**config.mk**
```make
export PLATFORM = sky130hd
export DESIGN_NAME = pixel_state_controller
export DESIGN_NICKNAME = d
export VERILOG_FILES = /design/src/rtl/pixel_state_controller.sv
export SDC_FILE = /design/constraint.sdc
export NUM_CORES = 1
export LEC_CHECK = 0
export BUFFER_PORTS_ARGS = -buffer_cell sky130_fd_sc_hd__buf_2
export CAP_MARGIN = 20
export CORE_MARGIN = 1.5
export CORE_UTILIZATION = 35
export CTS_CLUSTER_DIAMETER = 150
export DETAILED_ROUTE_END_ITERATION = 6
export PLACE_DENSITY_LB_ADDON = 0.12
export SLEW_MARGIN = 10
export SYNTH_ARGS = -nofsm -noshare
export SYNTH_HDL_FRONTEND = slang
export SYNTH_SLANG_ARGS = --single-unit
```
**constraint.sdc**
```tcl
create_clock -name clk -period 5.3 [get_ports clk]
set_input_delay 1.59 -clock clk [delete_from_list [all_inputs] [get_ports clk]]
set_output_delay 1.59 -clock clk [all_outputs]
set_load 0.03 [all_outputs]
```
**src/rtl/pixel_state_controller.sv**
```systemverilog
// pixel_state_controller
// Sequences one pixel-array frame: ERASE -> EXPOSE -> CONVERT -> READ -> IDLE.
// Every output is registered and changes on the rising edge of clk.
// The conversion counter saturates at its maximum and otherwise holds its
// value until the next CONVERT entry clears it.
// Optional build macro PIXEL_CONTINUOUS_CAPTURE_EN: when defined, a finished
// READ goes straight back to ERASE (frame_done still pulses) unless abort is
// high. When undefined, a finished READ returns to IDLE.
module pixel_state_controller #(
    parameter int ERASE_CYCLES   = 5,
    parameter int EXPOSE_CYCLES  = 255,
    parameter int CONVERT_CYCLES = 255,
    parameter int ROWS           = 2,
    parameter int READ_CYCLES    = 2,
    parameter int COUNTER_WIDTH  = 8
) (
    input  logic                     clk,
    input  logic                     reset,
    input  logic                     start,
    input  logic                     abort,
    output logic                     power_enable,
    output logic                     erase,
    output logic                     expose,
    output logic                     counter_reset,
    output logic                     write_enable,
    output logic [ROWS-1:0]          read,
    output logic [COUNTER_WIDTH-1:0] counter_value,
    output logic                     busy,
    output logic                     frame_done
);

    typedef enum logic [2:0] {
        ST_IDLE,
        ST_ERASE,
        ST_EXPOSE,
        ST_CONVERT,
        ST_READ
    } state_t;

    // Terminal values of the per-phase cycle counter.
    localparam logic [31:0] ERASE_LAST   = 32'(ERASE_CYCLES - 1);
    localparam logic [31:0] EXPOSE_LAST  = 32'(EXPOSE_CYCLES - 1);
    localparam logic [31:0] CONVERT_LAST = 32'(CONVERT_CYCLES - 1);
    localparam logic [31:0] READ_LAST    = 32'(READ_CYCLES - 1);

    localparam logic [COUNTER_WIDTH-1:0] COUNT_MAX = {COUNTER_WIDTH{1'b1}};
    localparam logic [ROWS-1:0]          ROW_FIRST = ROWS'(1);

    state_t      state_reg;
    logic [31:0] cnt_reg;     // cycles already spent in the current phase / row

    // Frame sequencer: state, phase counter and all registered outputs.
    always_ff @(posedge clk or negedge reset) begin
        if (!reset) begin
            state_reg     <= ST_IDLE;
            cnt_reg       <= '0;
            power_enable  <= 1'b0;
            erase         <= 1'b0;
            expose        <= 1'b0;
            counter_reset <= 1'b0;
            write_enable  <= 1'b0;
            read          <= '0;
            counter_value <= '0;
            busy          <= 1'b0;
            frame_done    <= 1'b0;
        end else begin
            // Single-cycle pulses fall back low unless re-asserted below.
            frame_done    <= 1'b0;
            counter_reset <= 1'b0;

            if (state_reg == ST_IDLE) begin
                // abort has priority over start while idle.
                if (start && !abort) begin
                    state_reg    <= ST_ERASE;
                    cnt_reg      <= '0;
                    erase        <= 1'b1;
                    power_enable <= 1'b1;
                    busy         <= 1'b1;
                end
            end else if (abort) begin
                // Drop the frame; counter_value is deliberately left as is.
                state_reg    <= ST_IDLE;
                cnt_reg      <= '0;
                power_enable <= 1'b0;
                erase        <= 1'b0;
                expose       <= 1'b0;
                write_enable <= 1'b0;
                read         <= '0;
                busy         <= 1'b0;
            end else begin
                case (state_reg)
                    ST_ERASE: begin
                        if (cnt_reg == ERASE_LAST) begin
                            state_reg <= ST_EXPOSE;
                            cnt_reg   <= '0;
                            erase     <= 1'b0;
                            expose    <= 1'b1;
                        end else begin
                            cnt_reg <= cnt_reg + 32'd1;
                        end
                    end

                    ST_EXPOSE: begin
                        if (cnt_reg == EXPOSE_LAST) begin
                            // First CONVERT cycle shows a cleared counter.
                            state_reg     <= ST_CONVERT;
                            cnt_reg       <= '0;
                            expose        <= 1'b0;
                            write_enable  <= 1'b1;
                            counter_reset <= 1'b1;
                            counter_value <= '0;
                        end else begin
                            cnt_reg <= cnt_reg + 32'd1;
                        end
                    end

                    ST_CONVERT: begin
                        if (cnt_reg == CONVERT_LAST) begin
                            state_reg    <= ST_READ;
                            cnt_reg      <= '0;
                            write_enable <= 1'b0;
                            read         <= ROW_FIRST;
                        end else begin
                            cnt_reg <= cnt_reg + 32'd1;
                            if (counter_value != COUNT_MAX) begin
                                counter_value <= counter_value + 1'b1;
                            end
                        end
                    end

                    ST_READ: begin
                        if (cnt_reg != READ_LAST) begin
                            cnt_reg <= cnt_reg + 32'd1;
                        end else if (!read[ROWS-1]) begin
                            // Walk the one-hot select to the next row.
                            cnt_reg <= '0;
                            read    <= read << 1;
                        end else begin
                            // Last cycle of the last row: the frame is complete.
                            cnt_reg    <= '0;
                            read       <= '0;
                            frame_done <= 1'b1;
`ifdef PIXEL_CONTINUOUS_CAPTURE_EN
                            state_reg  <= ST_ERASE;
                            erase      <= 1'b1;
`else
                            state_reg    <= ST_IDLE;
                            power_enable <= 1'b0;
                            busy         <= 1'b0;
`endif
                        end
                    end

                    default: begin
                        state_reg    <= ST_IDLE;
                        cnt_reg      <= '0;
                        power_enable <= 1'b0;
                        erase        <= 1'b0;
                        expose       <= 1'b0;
                        write_enable <= 1'b0;
                        read         <= '0;
                        busy         <= 1'b0;
                    end
                endcase
            end
        end
    end

endmodule

```
# Yosys cells after proc, flatten, opt, wreduce, memory -nomap -nowiden
# Cells that the tools add are included.
# word_totals
regBits,51
in_bits,4
out_inout_bits,17
# op_classes
n_addsub,2
n_eq_ne,26
muxes,51
bitwise,2
reduce_logical,17
# op_table
operator,n
2-to-1 mux 32 bit,6
case mux 32 bit (3 select lines),1
"adder 32 x 1 -> 32 bit, second input constant",1
"equality test 32 x 3 -> 1 bit, second input constant",1
"equality test 32 x 8 -> 1 bit, second input constant",1
"!= test 32 x 1 -> 1 bit, second input constant",1
2-to-1 mux 3 bit,8
2-to-1 mux 8 bit,3
2-to-1 mux 1 bit,22
"!= test 4 bit, second input constant",5
case mux 8 bit (2 select lines),1
AND reduction 4 bit,4
"!= test 3 bit, second input constant",4
case mux 3 bit (4 select lines),1
AND reduction 6 bit,2
"adder 8 x 1 -> 8 bit, second input constant",1
2-to-1 mux 2 bit,4
"!= test 2 x 1 -> 1 bit, second input constant",4
"!= test 8 bit, second input constant",1
OR reduction 2 bit,4
"equality test 3 x 2 -> 1 bit, second input constant",2
"!= test 2 bit, second input constant",3
"!= test 3 x 1 -> 1 bit, second input constant",2
case mux 1 bit (3 select lines),2
11 further kinds,14

# Longest topological paths before layout
# Gate-level depths: netlist (run 1).
# logic_depth
depth_word,5
mapped_depth,8

# Worst setup path before layout (run 1)
# Ideal clock, no wire load.
# synth_timing
path_kind,input-to-reg
from,input port abort
to,register cnt_reg[14]
setup_ns,0.079
arrival_ns,3.175
required_ns,5.221
slack_ns,2.046
stages,7
n_path_buf,1
path_cell_list,or4b_2 > nand3_1 > o21ai_0 > o21bai_2 > buf_2 > nand4_1 > mux2i_1
# synth_via
elab_chain_len,3
word_cells_on_any_way,5
# synth_rtl
element,line,source
from (decl),20,"input logic abort,"
logical NOT 1 bit,73,if (start && !abort) begin
logical AND 1 bit,73,
!= test 2 x 1 -> 1 bit (no source line),--,
to (signal assigned),99,cnt_reg <= cnt_reg + 32'd1;
to (signal assigned),113,cnt_reg <= cnt_reg + 32'd1;
to (signal assigned),124,cnt_reg <= cnt_reg + 32'd1;
to (decl),50,logic [31:0] cnt_reg;
# Parallel ways exist; a longest one is shown, timed or not.
# A chain may end at the register's enable or synchronous reset.

# Worst setup path after layout (run 1)
# layout_timing
from,input port abort
to,register cnt_reg[16]
# The elaborated chain is that of the path after synthesis.

==> flow_metrics.env, run 1 <==
export IMPL_ioPinCount=21
export IMPL_powerDensity_mw_per_mm2=293
export IMPL_grt_max_degree=52
export IMPL_area_delta_synth_final_pct=8.67
export IMPL_fill_cells=856
export IMPL_grt_usage_pct=17.6
export IMPL_cts_resized=0
export IMPL_hold_viol=0
export IMPL_vias_per_cell=5.55
export IMPL_syn_instance_count=345
export IMPL_htree_levels=2
export IMPL_final_common_cell="dfrtp_1"
export IMPL_period_needed_ns=3.33
export IMPL_die_area_mm2=0.00914
export IMPL_timing_final_setup_violations=0
export IMPL_cts_root_buffer="clkbuf_8"
export IMPL_post_place_ws_ns=1.67
export IMPL_portBuffers=20
export IMPL_maxSlewHeadroom_pct=45.9
export IMPL_grt_pass1_vias=2437
export IMPL_fp_coreArea_mm2=0.00826
export IMPL_ys_seq_elements=51
export IMPL_synth_top_area_share_pct=42.5
export IMPL_die_h_um=95.6
export IMPL_seq_area_mm2=0.00128
export IMPL_final_cell_area_mm2=0.00326
export IMPL_synth_area_leaders="dfrtp_1 (43%), nand2_1 (4.5%), nor2_1 (4.4%)"
export IMPL_final_util_pct=39.5
export IMPL_antenna_found_initial=0
export IMPL_synthDistinctLibCells=50
export IMPL_ir_drop_mv=0.0973
export IMPL_p_leak_nw=1.36
export IMPL_stdcell_count=464
export IMPL_fin_tns_setup_ns=0
export IMPL_synth_top_area_cell="dfrtp_1"
export IMPL_yosys_warnings=0
export IMPL_place_congestion=0.742
export IMPL_grt_ovfl_total=0
export IMPL_cts_buffers=5
export IMPL_syn_cell_area_mm2=0.00300
export IMPL_synthArstFlopShare_pct=100
export IMPL_syn_nets=354
export IMPL_finClkSkew_ns=0.0122
export IMPL_worstMarginPinSlew_ns=0.805
export IMPL_grt_pass1_wl_mm=12.5
export IMPL_cts_buffer_depth=2
export IMPL_r2r_slack_ns=2.48
export IMPL_worst_slack_ns=1.97
export IMPL_dp_cells=456
export IMPL_cts_tree="yes"
export IMPL_rsz0062_at_grt="no"
export IMPL_crit_type="input pin to flip-flop"
export IMPL_wire_per_inst_um=15.7
export IMPL_die_w_um=95.6
export IMPL_clock_sinks=51
export IMPL_dp_hpwl_mm=5.06
export IMPL_synth_area_per_cell_um2=8.70
export IMPL_hold_class="flip-flop to flip-flop"
export IMPL_vias=2577
export IMPL_post_dp_cell_area_mm2=0.00318
export IMPL_fmax_mhz=300
export IMPL_largest_register_ffs=32
export IMPL_synth_edf_count=0
export IMPL_status="finished, final reports clean"
export IMPL_maxSlewViolCount=0
export IMPL_hold_buffers=0
export IMPL_multiInputGateArea_mm2=0.00162
export IMPL_arrival_ns=3.55
export IMPL_cp_start_kind="input pin"
export IMPL_ys_flop_type="dfrtp_1"
export IMPL_clk_pin_slew_ns=0.09
export IMPL_critPathRequiredTime_ns=5.52
export IMPL_drive_gt1_share_pct=12.5
export IMPL_num_antenna_cells=0
export IMPL_clk_latency_ns=0.31
export IMPL_ys_seq_area_share_pct=42.5
export IMPL_drc_errors=0
export IMPL_floorplan_initialDensity_pct=36.3
export IMPL_post_cts_buffers=0
export IMPL_hold_ws_ns=0.540
export IMPL_antenna_left=0
export IMPL_firstDrtPassIters=4
export IMPL_maxCapViolations=0
export IMPL_finalPower_mw=0.957
export IMPL_drt_iter0_drc=152
export IMPL_wl_mm=7.28
export IMPL_period_share_pct=62.9
export IMPL_endpoint_kind="flip-flop"
export IMPL_layout_common_cells="dfrtp_1 (51), nand2_1 (36), nor2_1 (35), a21oi_1 (26), nand3_1 (23)"
export IMPL_nets=367
export IMPL_rows=33
export IMPL_crit_path_max_fanout=17
==> critical path, stage by stage <==
cell and delay, ns:
buf_2 0.18, or4b_2 0.69, nand3_1 0.10, o21ai_0 0.12, nor2_1 0.35, nor3_2 0.09
buf_4 0.23, nor3_1 0.19
==> area by class of cell <==
class	instances	share of cell area, %
Inverter	7	0.806
Sequential cell	51	39.1
Multi-Input combinational cell	270	49.7
Timing Repair Buffer	23	3.76
Tap cell	105	4.03
Clock inverter	2	0.384
Clock buffer	6	2.23
==> Yosys cell counts (8+ instances only) <==
library cell  number
dfrtp_1           51
nand2_1           36
nor2_1            35
a21oi_1           26
nand3_1           23
nor3_1            21
o21ai_0           13
nand4_1           12
clkbuf_1          11
nor4_1            11
mux2i_1           10
xnor2_1            9
and3_1             8
==> cell families after synthesis <==
group	Yosys count	synth area share (%)
muxes	11	3.71
and+or+nand+nor	178	31.4
buffers and inverters	24	3.50
DFF	51	42.5
adders and majority gates	5	2.09
AOI/OAI and AO/OA	64	13.3
xor gates and xnor gates	12	3.50
==> routing by layer <==
layer  GRT usage, %  share of wire [%]
met5              0                  0
met4           5.02                1.5
met3           2.87                2.8
met2           27.5                 47
met1           24.8                 49
==> report_power, final <==
group	internal, mW	switching, mW
clock network	0.0927	0.131
logic	0.0903	0.194
registers	0.409	0.0384
==> final timing paths <==
check | cells after the start | start | end
min in group asynchronous | 2 | reset | counter_value[2]
worst max register to register | 6 | cnt_reg[22] | counter_value[7]
worst min register to register | 1 | cnt_reg[24] | cnt_reg[24]
max in group asynchronous | 2 | reset | cnt_reg[12]
worst min-delay path | 1 | cnt_reg[24] | cnt_reg[24]
worst max-delay path | 8 | abort | cnt_reg[16]
(Power assumes the default switching activity.)
==> inputs of run 2 (changes only) <==
clock period = 3.2 ns   (was 5.3 ns; I/O delays follow)
==> flow_metrics.env, run 2 (same netlist as run 1, synthesis figures left out) <==
export IMPL_status="finished, final reports clean"
export IMPL_ioPinCount=21
export IMPL_finClkSkew_ns=0.0131
export IMPL_portBuffers=20
export IMPL_switchingPower_mw=0.636
export IMPL_maxSlewViolCount=0
export IMPL_fin_tns_setup_ns=0
export IMPL_die_area_mm2=0.00914
export IMPL_p_sw_share_pct=36.6
export IMPL_htree_levels=2
export IMPL_cts_tree="yes"
export IMPL_dp_hpwl_mm=5.30
export IMPL_grt_pass1_wl_mm=12.3
export IMPL_hold_buffers=0
export IMPL_clk_latency_ns=0.32
export IMPL_vias=2653
export IMPL_period_needed_ns=2.73
export IMPL_seqPwrFrac_pct=42.5
export IMPL_rsz0062_at_grt="no"
export IMPL_num_antenna_cells=0
export IMPL_wire_per_inst_um=15.8
export IMPL_place_congestion=0.761
export IMPL_antenna_found_initial=0
export IMPL_clk_pin_slew_ns=0.11
export IMPL_combinationalPowerShare_pct=30.0
export IMPL_arrival_ns=2.96
export IMPL_vias_per_cell=5.57
export IMPL_cts_buffer_depth=2
export IMPL_drt_iter0_drc=149
export IMPL_post_cts_buffers=0
export IMPL_maxCapViolations=0
export IMPL_fp_coreArea_mm2=0.00826
export IMPL_floorplan_initialDensity_pct=36.3
export IMPL_drc_errors=0
export IMPL_crit_type="flip-flop to flip-flop"
export IMPL_final_common_cell="dfrtp_1"
export IMPL_antenna_left=0
export IMPL_cp_start_kind="flip-flop"
export IMPL_crit_path_max_fanout=16
export IMPL_hold_viol=0
export IMPL_critPathRequiredTime_ns=3.44
export IMPL_rows=33
export IMPL_endpoint_kind="flip-flop"
export IMPL_hold_class="flip-flop to flip-flop"
export IMPL_cts_resized=0
export IMPL_clock_sinks=51
export IMPL_p_int_mw=1.10
export IMPL_die_h_um=95.6
export IMPL_timing_final_setup_violations=0
export IMPL_cts_buffers=5
export IMPL_stdcell_count=476
export IMPL_largest_register_ffs=32
export IMPL_layout_common_cells="dfrtp_1 (51), nand2_1 (36), nor2_1 (35), a21oi_1 (26), nand3_1 (23)"
export IMPL_firstDrtPassIters=4
export IMPL_worstMarginPinSlew_ns=0.901
export IMPL_die_w_um=95.6
export IMPL_nets=379
export IMPL_grt_pass1_vias=2454
export IMPL_grt_usage_pct=17.4
export IMPL_grt_max_degree=39
export IMPL_grt_ovfl_total=0
export IMPL_p_leak_nw=1.44
export IMPL_period_share_pct=85.2
export IMPL_wl_mm=7.51
export IMPL_hold_ws_ns=0.552
export IMPL_dp_cells=468
export IMPL_ir_drop_mv=0.161
export IMPL_final_util_pct=41.0
export IMPL_fmax_mhz=367
export IMPL_clock_power_share_pct=27.5
export IMPL_area_delta_synth_final_pct=12.8
export IMPL_powerDensity_mw_per_mm2=513
export IMPL_drive_gt1_share_pct=15.6
export IMPL_cts_root_buffer="clkbuf_8"
export IMPL_maxSlewHeadroom_pct=40.0
[run 2: power groups by stage]
stage	Sequential [mW]	Combinational, mW	Clock, mW
after global placement	0.752	0.502	0
after global routing	0.749	0.583	0.520
after floorplan	0.754	0.339	0
after detailed placement	0.752	0.522	0
final	0.739	0.521	0.478
after CTS	0.739	0.525	0.500
[run 2: final cells by class]
cell class	count	area, um^2
Timing Repair Buffer	35	216
Clock inverter	3	47.5
Inverter	7	26.3
Fill cell	847	4870
Clock buffer	5	68.8
Tap cell	105	131
Multi-Input combinational cell	270	1620
Sequential cell	51	1280
[run 2: stage by stage]
step / worst slack (ns) / cell area [um^2] / power, mW
4_1_cts: 0.473 / 3390 / 1.76
5_1_grt: 0.293 / 3390 / 1.85
3_5_place_dp: 0.270 / 3270 / 1.27
6_report: 0.474 / 3390 / 1.74
3_3_place_gp: 0.0443 / 3260 / 1.25
2_1_floorplan: 0.576 / 3000 / 1.09
[run 2: path summary, 6_finish.rpt]
| kind | start | end | slack [ns] | cells past startpoint |
|---|---|---|---|---|
| max | cnt_reg[24] | counter_value[5] | 0.47 | 7 |
| min | cnt_reg[24] | cnt_reg[24] | 0.55 | 1 |
| max reg2reg | cnt_reg[24] | counter_value[5] | 0.47 | 7 |
| min reg2reg | cnt_reg[24] | cnt_reg[24] | 0.55 | 1 |
| max in group asynchronous | reset | cnt_reg[10] | 1.77 | 2 |
| min in group asynchronous | reset | counter_value[7] | 0.77 | 1 |
[run 2: critical path, cell delays in order (launching register included)]
cell and delay [ns]:
dfrtp_1 0.44, nor4_1 0.51, nand2_1 0.13, buf_4 0.18, o31a_1 0.28, a211o_1 0.40, or4_1 0.55, a21oi_1 0.15
[run 2: metal layers]
layer / routed length (um) / up-vias / track usage [%]
met2: 3530 / 45 / 27.8
met3: 220 / 11 / 3.03
met1: 3670 / 1283 / 23.8
met5: 0 / - / 0
li1: - / 1314 / -
met4: 97 / 0 / 5.64
==> inputs of run 3 (changes only) <==
CORE_MARGIN = default   (was 1.5)
PLACE_DENSITY = 0.47   (was default)
PLACE_DENSITY_LB_ADDON = default   (was 0.12)
==> flow_metrics.env, run 3 (same netlist as run 1, synthesis figures left out) <==
export IMPL_post_cts_buffers=0
export IMPL_r2r_start="cnt_reg[24]"
export IMPL_crit_path_cell_trace="nor4_1 -> buf_4 -> nand2_1 -> o31a_1 -> a211o_1 -> or4_1 -> a21oi_1"
export IMPL_drc_errors=0
export IMPL_cts_resized=0
export IMPL_status="finished, final reports clean"
export IMPL_place_congestion=0.809
export IMPL_timing_final_setup_violations=0
export IMPL_dp_hpwl_mm=5.22
export IMPL_finClkSkew_ns=0.00519
export IMPL_worstMarginPinSlew_ns=0.649
export IMPL_grt_pass1_vias=2465
export IMPL_maxCapViolations=0
export IMPL_arrival_ns=2.93
export IMPL_drive_gt1_share_pct=14.9
export IMPL_final_common_cell="dfrtp_1"
export IMPL_die_w_um=94.6
export IMPL_slowest_delay_ns=0.55
export IMPL_rows=33
export IMPL_ioPinCount=21
export IMPL_portBuffers=20
export IMPL_fin_tns_setup_ns=0
export IMPL_grt_max_degree=33
export IMPL_antenna_left=0
export IMPL_cts_buffers=5
export IMPL_rsz0062_at_grt="no"
export IMPL_endpoint_kind="flip-flop"
export IMPL_floorplan_initialDensity_pct=36.3
export IMPL_p_leak_nw=1.41
export IMPL_r2r_end="counter_value[7]"
export IMPL_num_antenna_cells=0
export IMPL_period_share_pct=84.2
export IMPL_largest_register_ffs=32
export IMPL_wire_per_inst_um=15.6
export IMPL_maxSlewHeadroom_pct=56.3
export IMPL_nets=377
export IMPL_period_needed_ns=2.70
export IMPL_r2r_slack_ns=0.50
export IMPL_critPathRequiredTime_ns=3.43
export IMPL_cts_tree="yes"
export IMPL_crit_type="flip-flop to flip-flop"
export IMPL_cp_endpoint="counter_value[7]"
export IMPL_clk_pin_slew_ns=0.10
export IMPL_maxSlewViolCount=0
export IMPL_post_dp_cell_area_mm2=0.00326
export IMPL_cp_start_kind="flip-flop"
export IMPL_grt_ovfl_total=0
export IMPL_hold_buffers=0
export IMPL_die_area_mm2=0.00895
export IMPL_htree_levels=2
export IMPL_hold_class="flip-flop to flip-flop"
export IMPL_wl_mm=7.38
export IMPL_clock_sinks=51
export IMPL_grt_pass1_wl_mm=12.6
export IMPL_cp_slowest_cell="or4_1"
export IMPL_die_h_um=94.6
export IMPL_clk_latency_ns=0.30
export IMPL_powerDensity_mw_per_mm2=492
export IMPL_antenna_found_initial=0
export IMPL_final_cell_area_mm2=0.00335
export IMPL_fp_coreArea_mm2=0.00826
export IMPL_ir_drop_mv=0.197
export IMPL_grt_usage_pct=18.0
export IMPL_finalPower_mw=1.65
export IMPL_fmax_mhz=371
export IMPL_firstDrtPassIters=4
export IMPL_drt_iter0_drc=76
export IMPL_hold_viol=0
export IMPL_layout_common_cells="dfrtp_1 (51), nand2_1 (36), nor2_1 (35), a21oi_1 (26), nand3_1 (23)"
export IMPL_crit_path_max_fanout=16
export IMPL_area_delta_synth_final_pct=11.7
export IMPL_ff2ff_path_depth=7
export IMPL_cts_buffer_depth=2
export IMPL_vias_per_cell=5.46
export IMPL_vias=2589
export IMPL_crit_start="cnt_reg[24]"
export IMPL_fill_cells=870
export IMPL_cts_root_buffer="clkbuf_8"
run 3: changes by cell type in the layout (fill, tap and decap cells not counted), sizes merged:
cell | before | now
bufinv | 1 | 0
inv | 8 | 7
clkbuf | 5 | 6
clkinvlp | 0 | 1
buf | 35 | 33
run 3: metrics by stage:
stage	hold WS [ns]	utilization [%]	instances	setup WS, ns
after floorplan	0.491	-	345	0.576
after global placement	0.513	39.4	465	0.104
after detailed placement	0.518	39.4	465	0.0152
after CTS	0.541	40.5	473	0.270
after global routing	0.597	40.6	474	0.308
final	0.533	40.6	474	0.505
run 3: report_power, final:
part	internal (mW)	total, mW	leakage [nW]	switching (mW)
clock	0.154	0.379	0.0412	0.225
sequential	0.679	0.726	0.704	0.0470
combinational	0.198	0.546	0.667	0.347
run 3: how the worst min path moves through the flow:
stage | startpoint | to | slack [ns] | cells past startpoint
floorplan | cnt_reg[24] | cnt_reg[24] | 0.49 | 1
global placement | busy | busy | 0.51 | 2
detailed placement | busy | busy | 0.52 | 2
CTS | busy | busy | 0.54 | 2
global route | cnt_reg[6] | cnt_reg[6] | 0.60 | 1
finish | busy | busy | 0.53 | 2
run 3: layer usage:
layer / share of wire (%) / vias up / track usage [%]
li1: - / 1309 / -
met1: 51 / 1239 / 25.5
met2: 45 / 35 / 28.4
met3: 2.7 / 6 / 3.06
met4: 1.2 / 0 / 4.29
met5: 0 / - / 0
run 3: area by class of cell:
class	count	area, um^2	area share (%)
Clock inverter	2	12.5	0.373
Inverter	7	26.3	0.784
Timing Repair Buffer	33	214	6.38
Multi-Input combinational cell	270	1620	48.3
Clock buffer	6	72.6	2.16
Sequential cell	51	1280	38.1
Tap cell	105	131	3.92
run 3: worst max-delay path, delay by kind of cell, from the launching register on:
family	cells	cell delay (ns)
flops	1	0.44
buf+inv	1	0.18
compound gates	3	0.90
simple gates	3	1.11
